**src/rtl/mem_stage_unit.sv**
```systemverilog
`default_nettype none
// ============================================================================
// Module   : mem_stage_unit
// Brief    : MEM stage - data-memory req/ack handshake, stall, MEM/WB register
// Revision : 1.0
// ============================================================================
module mem_stage_unit #(
    parameter int DATA_W      = 32,
    parameter int REG_W       = 5,
    parameter int TIMEOUT_CYC = 16
) (
    input  logic              clk,
    input  logic              reset,
    input  logic              wb_source_m,
    input  logic              mem_rd_en_m,
    input  logic              mem_wr_en_m,
    input  logic              reg_write_m,
    input  logic [DATA_W-1:0] alu_out_m,
    input  logic [DATA_W-1:0] write_data_m,
    input  logic [REG_W-1:0]  register_d_m,
    output logic              dmem_req,
    output logic              dmem_we,
    output logic [DATA_W-1:0] dmem_addr,
    output logic [DATA_W-1:0] dmem_wdata,
    input  logic              dmem_ack,
    input  logic [DATA_W-1:0] dmem_rdata,
    output logic              stall_mem,
    output logic              wb_source_w,
    output logic              reg_write_w,
    output logic [DATA_W-1:0] read_data_w,
    output logic [DATA_W-1:0] alu_out_w,
    output logic [REG_W-1:0]  register_d_w,
    output logic              err_w
);

    localparam int c_cnt_w = (TIMEOUT_CYC > 2) ? $clog2(TIMEOUT_CYC) : 1;
    localparam logic [c_cnt_w-1:0] c_cnt_max = c_cnt_w'(TIMEOUT_CYC - 1);

    typedef enum logic [0:0] {
        S_IDLE = 1'b0,
        S_WAIT = 1'b1
    } state_t;

    state_t               r_state;
    state_t               w_state_nxt;
    logic [c_cnt_w-1:0]   r_wait_cnt;
    logic [c_cnt_w-1:0]   w_cnt_nxt;

    logic w_access, w_illegal, w_misaligned, w_bad;
    logic w_req, w_stall, w_abort, w_done, w_err;

    logic              r_wb_source;
    logic              r_reg_write;
    logic [DATA_W-1:0] r_read_data;
    logic [DATA_W-1:0] r_alu_out;
    logic [REG_W-1:0]  r_register_d;
    logic              r_err;

    assign w_access     = mem_rd_en_m ^ mem_wr_en_m;
    assign w_illegal    = mem_rd_en_m & mem_wr_en_m;
    assign w_misaligned = w_access & (alu_out_m[1:0] != 2'b00);
    // While waiting, EX/MEM is frozen on an access already found legal
    assign w_bad        = (r_state == S_IDLE) & (w_illegal | w_misaligned);

    always_comb begin
        w_req       = 1'b0;
        w_stall     = 1'b0;
        w_abort     = 1'b0;
        w_state_nxt = r_state;
        w_cnt_nxt   = r_wait_cnt;
        case (r_state)
            S_IDLE: begin
                if (w_access && !w_misaligned) begin
                    w_req = 1'b1;
                    if (!dmem_ack) begin
                        w_stall     = 1'b1;
                        w_state_nxt = S_WAIT;
                        w_cnt_nxt   = '0;
                    end
                end
            end
            S_WAIT: begin
                w_req = 1'b1;
                if (dmem_ack) begin
                    w_state_nxt = S_IDLE;
                    w_cnt_nxt   = '0;
                end else if (r_wait_cnt < c_cnt_max) begin
                    w_stall   = 1'b1;
                    w_cnt_nxt = r_wait_cnt + c_cnt_w'(1);
                end else begin
                    w_abort     = 1'b1;
                    w_state_nxt = S_IDLE;
                    w_cnt_nxt   = '0;
                end
            end
            default: begin
                w_state_nxt = S_IDLE;
                w_cnt_nxt   = '0;
            end
        endcase
    end

    // An ack without an outstanding request is stale and must not complete anything
    assign w_done = w_req & dmem_ack;
    assign w_err  = w_bad | w_abort;

    always_ff @(posedge clk) begin
        if (reset) begin
            r_state      <= S_IDLE;
            r_wait_cnt   <= '0;
            r_wb_source  <= 1'b0;
            r_reg_write  <= 1'b0;
            r_read_data  <= '0;
            r_alu_out    <= '0;
            r_register_d <= '0;
            r_err        <= 1'b0;
        end else begin
            r_state      <= w_state_nxt;
            r_wait_cnt   <= w_cnt_nxt;
            r_wb_source  <= wb_source_m;
            r_alu_out    <= alu_out_m;
            r_register_d <= register_d_m;
            r_reg_write  <= reg_write_m & ~w_err & ~w_stall;
            r_err        <= w_err & ~w_stall;
            r_read_data  <= (w_done && !mem_wr_en_m) ? dmem_rdata : '0;
        end
    end

    assign dmem_req     = w_req;
    assign dmem_we      = mem_wr_en_m;
    assign dmem_addr    = alu_out_m;
    assign dmem_wdata   = write_data_m;
    assign stall_mem    = w_stall;
    assign wb_source_w  = r_wb_source;
    assign reg_write_w  = r_reg_write;
    assign read_data_w  = r_read_data;
    assign alu_out_w    = r_alu_out;
    assign register_d_w = r_register_d;
    assign err_w        = r_err;

endmodule
`default_nettype wire

```
**config.mk**
```make
export PLATFORM = sky130hd
export DESIGN_NAME = mem_stage_unit
export DESIGN_NICKNAME = d
export VERILOG_FILES = /design/src/rtl/mem_stage_unit.sv
export SDC_FILE = /design/constraint.sdc
export NUM_CORES = 1
export LEC_CHECK = 0
export ABC_AREA = 0
export CAP_MARGIN = 20
export CORE_ASPECT_RATIO = 1.4
export CORE_MARGIN = 3
export CORE_UTILIZATION = 31
export DETAILED_ROUTE_END_ITERATION = 7
export GPL_ROUTABILITY_DRIVEN = 0
export PLACE_DENSITY = 0.8
export SLEW_MARGIN = 30
export SYNTH_ARGS = -nofsm -noshare
export SYNTH_HDL_FRONTEND = slang
export SYNTH_SLANG_ARGS = --single-unit
```
**constraint.sdc**
```tcl
create_clock -name clk -period 2.2 [get_ports clk]
set_input_delay 0.44 -clock clk [delete_from_list [all_inputs] [get_ports clk]]
set_output_delay 0.44 -clock clk [all_outputs]
set_load 0.05 [all_outputs]
```
After elaboration in Yosys (flattened, before gate mapping)
Cells that the tools add are included.
Widths: inputs -> output; s select.

operators by class
  reduce and logical (&&, ||, !) cells = 7
  mux-type cells = 15
  add/sub/neg operators = 1
  $lt $le $gt $ge = 1
  bitwise operators = 14
  equality and inequality tests = 2

operators with widths
  kind                 number
  $mux 4               4
  $mux 1               8
  $pmux 4 s2           1
  $and 1x1->1          7
  $add 4x1->4 const B  1
  $lt 4x4->1 const B   1
  $not 1->1            4
  $pmux 1 s2           2
  $logic_and 1x1->1    2
  $logic_not 1->1      2
  $ne 2x1->1 const B   1
  $ne 2x2->1 const B   1
  $or 1x1->1           2
  $reduce_and 2->1     1
  $reduce_bool 2->1    1
  $reduce_or 2->1      1
  $xor 1x1->1          1

storage, ports and cells
  logic and storage cells = 48
  output and inout port bits = 139
  bits of input ports = 108
  register bits = 77

Logic depth before layout (Yosys ltp)
  word-level depth = 10
  depth in mapped cells = 5
  gate-level depth less buffers = 4

Worst setup path after synthesis
OpenSTA, ideal clock, no wires.

  path type = input -> output
  from = in mem_rd_en_m
  to = out stall_mem
  slack = 0.058 ns
  data required time = 1.760 ns
  arrival = 1.702 ns
  buffers on the path = 0
  stages on the path = 4
  path through = ha_1 > or4b_4 > nand2b_4 > nand2_1

on the way
  word-level cells in the longest chain between the ends = 6

RTL lines
  item                   RTL line  RTL
  start, declared        15        input logic mem_rd_en_m,
  $xor 1x1->1 (*)        59        assign w_access = mem_rd_en_m ^ mem_wr_en_m;
  $and 1x1->1            61        assign w_misaligned = w_access & (alu_out_m[1:0] != 2'b00);
  $logic_not 1->1        73        if (w_access && !w_misaligned) begin
  $logic_and 1x1->1 (*)  73
  $mux 1 (*)             73
  $pmux 1 s2 (*)         71        case (r_state)
  end, declared          27        output logic stall_mem,

Every way passes the cells marked *; elsewhere a longest branch is shown, timed or not.

Worst setup path after layout
  from = in mem_wr_en_m
  to = out stall_mem

on the way
  word-level cells in the longest chain between the ends = 6

RTL lines
  item                   RTL line  RTL
  start, declared        16        input logic mem_wr_en_m,
  $xor 1x1->1 (*)        59
  $and 1x1->1            61
  $logic_not 1->1        73
  $logic_and 1x1->1 (*)  73
  $mux 1 (*)             73
  $pmux 1 s2 (*)         71

Marks and branches as above.

==> Flow_metrics.wiki <==
{| class="wikitable"
! Metric !! Value
|-
| Run status || complete, no violations
|-
| Average instance area after synthesis || 10.8 µm²
|-
| N_diodes || 0
|-
| Die area || 0.0100 mm²
|-
| Worst setup EP type || output pin
|-
| DP Area || 0.00459 mm²
|-
| Detail-routed via count per cell || 4.33
|-
| Clock root buffer || sky130_fd_sc_hd__clkbuf_16
|-
| Start point of the worst min-delay path || r_wait_cnt[3]
|-
| Cell count of the worst reg-to-reg path || 4
|-
| Later-pin clock latency in the skew report || 330 ps
|-
| Maximum net fanout on the critical path || 2
|-
| Biggest area contributors in the synthesized netlist || sky130_fd_sc_hd__dfxtp_1, sky130_fd_sc_hd__buf_4, sky130_fd_sc_hd__nor2b_1
|-
| Syn Nets || 365
|-
| Overall power consumption || 3.70 mW
|-
| Die Wd || 85.6 µm
|-
| Endpoint of the worst register-to-register path || r_wait_cnt[3]
|-
| Number of distinct standard cells referenced by the synthesized netlist || 30
|-
| Area growth syn-to-layout || 79.0%
|-
| Hold Vio Cnt, Final || 0
|-
| H-tree level count || 3
|-
| Cell with the biggest individual delay on the critical path || sky130_fd_sc_hd__or4b_4
|-
| Adder and majority gate portion of the synthesized area || 0.910%
|-
| Initial antenna violation count || 0
|-
| Simple-gate portion of the synthesized area || 20.1%
|-
| Number of fill cells || 714
|-
| Arrival time of the worst setup path || 1670 ps
|-
| Boundary pin count || 247
|-
| Netlist area before placement || 0.00275 mm²
|-
| # port buffers || 182
|-
| Largest buffer count on any clock path || 2
|-
| Setup violations, final || 0
|-
| Least-Margin Pin Slew || 599 ps
|-
| Crit-path max cell delay || 480 ps
|-
| Number of hold-repair buffers added at the cts stage || 0
|-
| Number of buffers and inverters on the critical path || 2
|-
| Largest net degree at the start of global routing || 33
|-
| Number of cells traversed by the worst hold path || 1
|-
| Synthesized instance count || 255
|-
| Wire length of the first global-routing pass || 12500 µm
|-
| Share of async-settable or async-resettable flops after synthesis || 0%
|-
| Start of the worst register-to-register path || r_state
|-
| DIE HEIGHT || 117 µm
|-
| Number of flops mapped to enable cells by yosys || 0
|-
| Final min period || 2110 ps
|-
| CTS tree || built
|-
| Area of the multi-input gates || 693 µm²
|-
| Core Region || 0.00861 mm²
|-
| Leakage power || 2.00 nW
|-
| Start-to-end type of the worst setup path || in -> out
|-
| Drt total wl || 8510 µm
|-
| Clock buffers created by TritonCTS || 9
|-
| Final routed DRC violation total || 0
|-
| Most used flip-flop cell after synthesis || sky130_fd_sc_hd__dfxtp_1
|-
| Highest ir drop seen on vdd || 0.470 mV
|-
| Setup skew after layout || 3.97 ps
|-
| Power density relative to cell area || 752 mW/mm²
|-
| FF-to-FF setup slack || 930 ps
|-
| Max-slew headroom at the worst pin || 60.0%
|-
| Starting Density || 31.9%
|-
| Non-filler instance count after layout || 494
|-
| Library cell with the largest summed area after synthesis || sky130_fd_sc_hd__dfxtp_1
|-
| Required time reported for the critical path endpoint || 1760 ps
|-
| Clock net sink count || 77
|-
| Number of DRC markers in iteration 0 || 67
|-
| Core occupancy in the finished layout || 57.2%
|-
| Multiplexer area fraction after synthesis || 0%
|-
| Category of cells accounting for the largest share of critical-path delay || simple AND/OR/NAND/NOR gates
|-
| # placed instances || 476
|-
| # rows || 40
|-
| Share of the synthesized area in compound gates (AO/OA/AOI/OAI) || 3.46%
|-
| Critical path startpoint category || primary input
|-
| Sequential cell area fraction in the yosys report || 56.1%
|-
| Most repeated cell in the gate-level netlist after synthesis || sky130_fd_sc_hd__dfxtp_1
|-
| Number of global-route vias before repair || 2271
|-
| Class of the worst hold path || reg -> reg
|-
| Seq. cell area || 0.00154 mm²
|-
| Hold Crit Endpoint || r_wait_cnt[3]
|-
| Remaining Overflow, GRT || 0
|-
| Most numerous cell types in the synthesized netlist || sky130_fd_sc_hd__dfxtp_1, sky130_fd_sc_hd__buf_4, sky130_fd_sc_hd__nor2b_1, sky130_fd_sc_hd__and2_1, sky130_fd_sc_hd__clkbuf_1
|-
| Max-cap viol count || 0
|-
| Fmax || 473 MHz
|-
| Clock transition time at the flip-flop clock pins of the worst setup and hold paths || 60 ps
|-
| Max-slew violation total from the final report || 0
|-
| Number of nets with antenna violations after detailed routing || 0
|-
| Post-route clock period utilization || 96.0%
|-
| Dominant combinational cell family by area after synthesis || simple AND/OR/NAND/NOR gates
|-
| Cell Chain, Critical Path || buf_2 > ha_4 > or4b_4 > nand2b_4 > nand2_4 > buf_12
|-
| Final net count || 494
|-
| Total of warnings raised by yosys || 0
|-
| Number of storage elements in the synthesis netlist || 77
|-
| Overall via count from detail_route || 2139
|-
| XOR/XNOR share of the synthesized area || 0%
|-
| Cell area after layout || 0.00492 mm²
|-
| Overall routing resource usage || 16.9%
|-
| Routed WL per cell || 17.2 µm
|-
| Top cell type's share of synthesized area || 56.1%
|-
| Number of detailed-route iterations in the first pass || 4
|-
| Setup repair after global routing missed its margin || false
|-
| Dpl hpwl || 6900 µm
|-
| Proportion of layout cells with a drive suffix above 1 || 18.5%
|}
[registers in the layout, indices dropped and copies added, names as in the netlist]
signal,count
alu_out_w,32
r_state,1
register_d_w,5
reg_write_w,1
wb_source_w,1
err_w,1
read_data_w,32
r_wait_cnt,4
[worst register-to-register path, stage by stage, from the launching register on]
cell and delay [ps]:
sky130_fd_sc_hd__dfxtp_1 430, sky130_fd_sc_hd__and2b_1 180, sky130_fd_sc_hd__buf_4 160, sky130_fd_sc_hd__a41oi_1 130, sky130_fd_sc_hd__a311oi_1 280
[report_power, final]
group | total, mW | internal [mW] | switching, mW
logic | 0.752 | 0.351 | 0.401
registers | 1.45 | 1.44 | 0.0130
clock network | 1.50 | 0.896 | 0.600
[cells in the final DEF (no fill, tap or decap), drive strengths merged]
master         instances
o21bai                 1
o21ai                  1
nor4b                  1
clkinvlp               1
clkbuf                11
a21oi                  4
a32oi                  1
nor3b                  1
clkinv                 1
ha                     2
and2                  32
nand3                  4
o211a                  1
buf                   46
nand2                  3
a311oi                 2
or4b                   1
dfxtp                 77
a41oi                  1
nor3                   1
nand2b                 2
clkdlybuf4s50        141
and2b                  1
dlygate4sd2            3
inv                    6
nor2                   2
nand3b                 1
nor2b                 38
bufinv                 1
or2                    1
o21ba                  1
[through the flow]
stage	worst slack, ps	setup TNS [ps]	hold slack [ps]
after global routing	70.4	0	525
after floorplan	58.5	0	450
after CTS	4.89	0	497
after detailed placement	-376	-582	485
after global placement	-361	-531	468
final	87.4	0	509
[cell families after synthesis]
group           after synthesis
buf+inv                      76
flops                        77
fa+ha+maj                     2
simple gates                 88
compound gates               12
[area by class of cell]
cell class | count | share of cell area, %
clock buffers | 9 | 4.58
clock inverters | 7 | 1.63
inverters | 2 | 0.153
multi-input cells | 102 | 14.1
flip-flops and latches | 77 | 31.3
well taps | 105 | 2.67
repair buffers | 192 | 45.5
[timing repair]
| item | in CTS | in global routing |
|---|---|---|
| resized for setup | 12 | 1 |
| pin swaps | 3 | 0 |
| setup buffers | 2 | 0 |
| endpoints found under the setup margin | 2 | 1 |
[metal layers]
layer / GRT usage (%) / up-vias / wire length (µm)
met5: 0 / - / 0
met1: 14.2 / 959 / 2380
met4: 9.50 / 0 / 335
met2: 30.2 / 150 / 4560
met3: 9.35 / 39 / 1240
li1: - / 991 / -
[worst max path at each step]
stage,end,slack (ps),cells past startpoint,start
floorplan,stall_mem,60,4,mem_rd_en_m
global placement,stall_mem,-360,6,mem_wr_en_m
detailed placement,stall_mem,-380,6,mem_wr_en_m
CTS,stall_mem,5,6,mem_rd_en_m
global route,stall_mem,70,6,mem_wr_en_m
finish,stall_mem,90,6,mem_wr_en_m
Note: power is estimated with default switching activity, not from simulation.
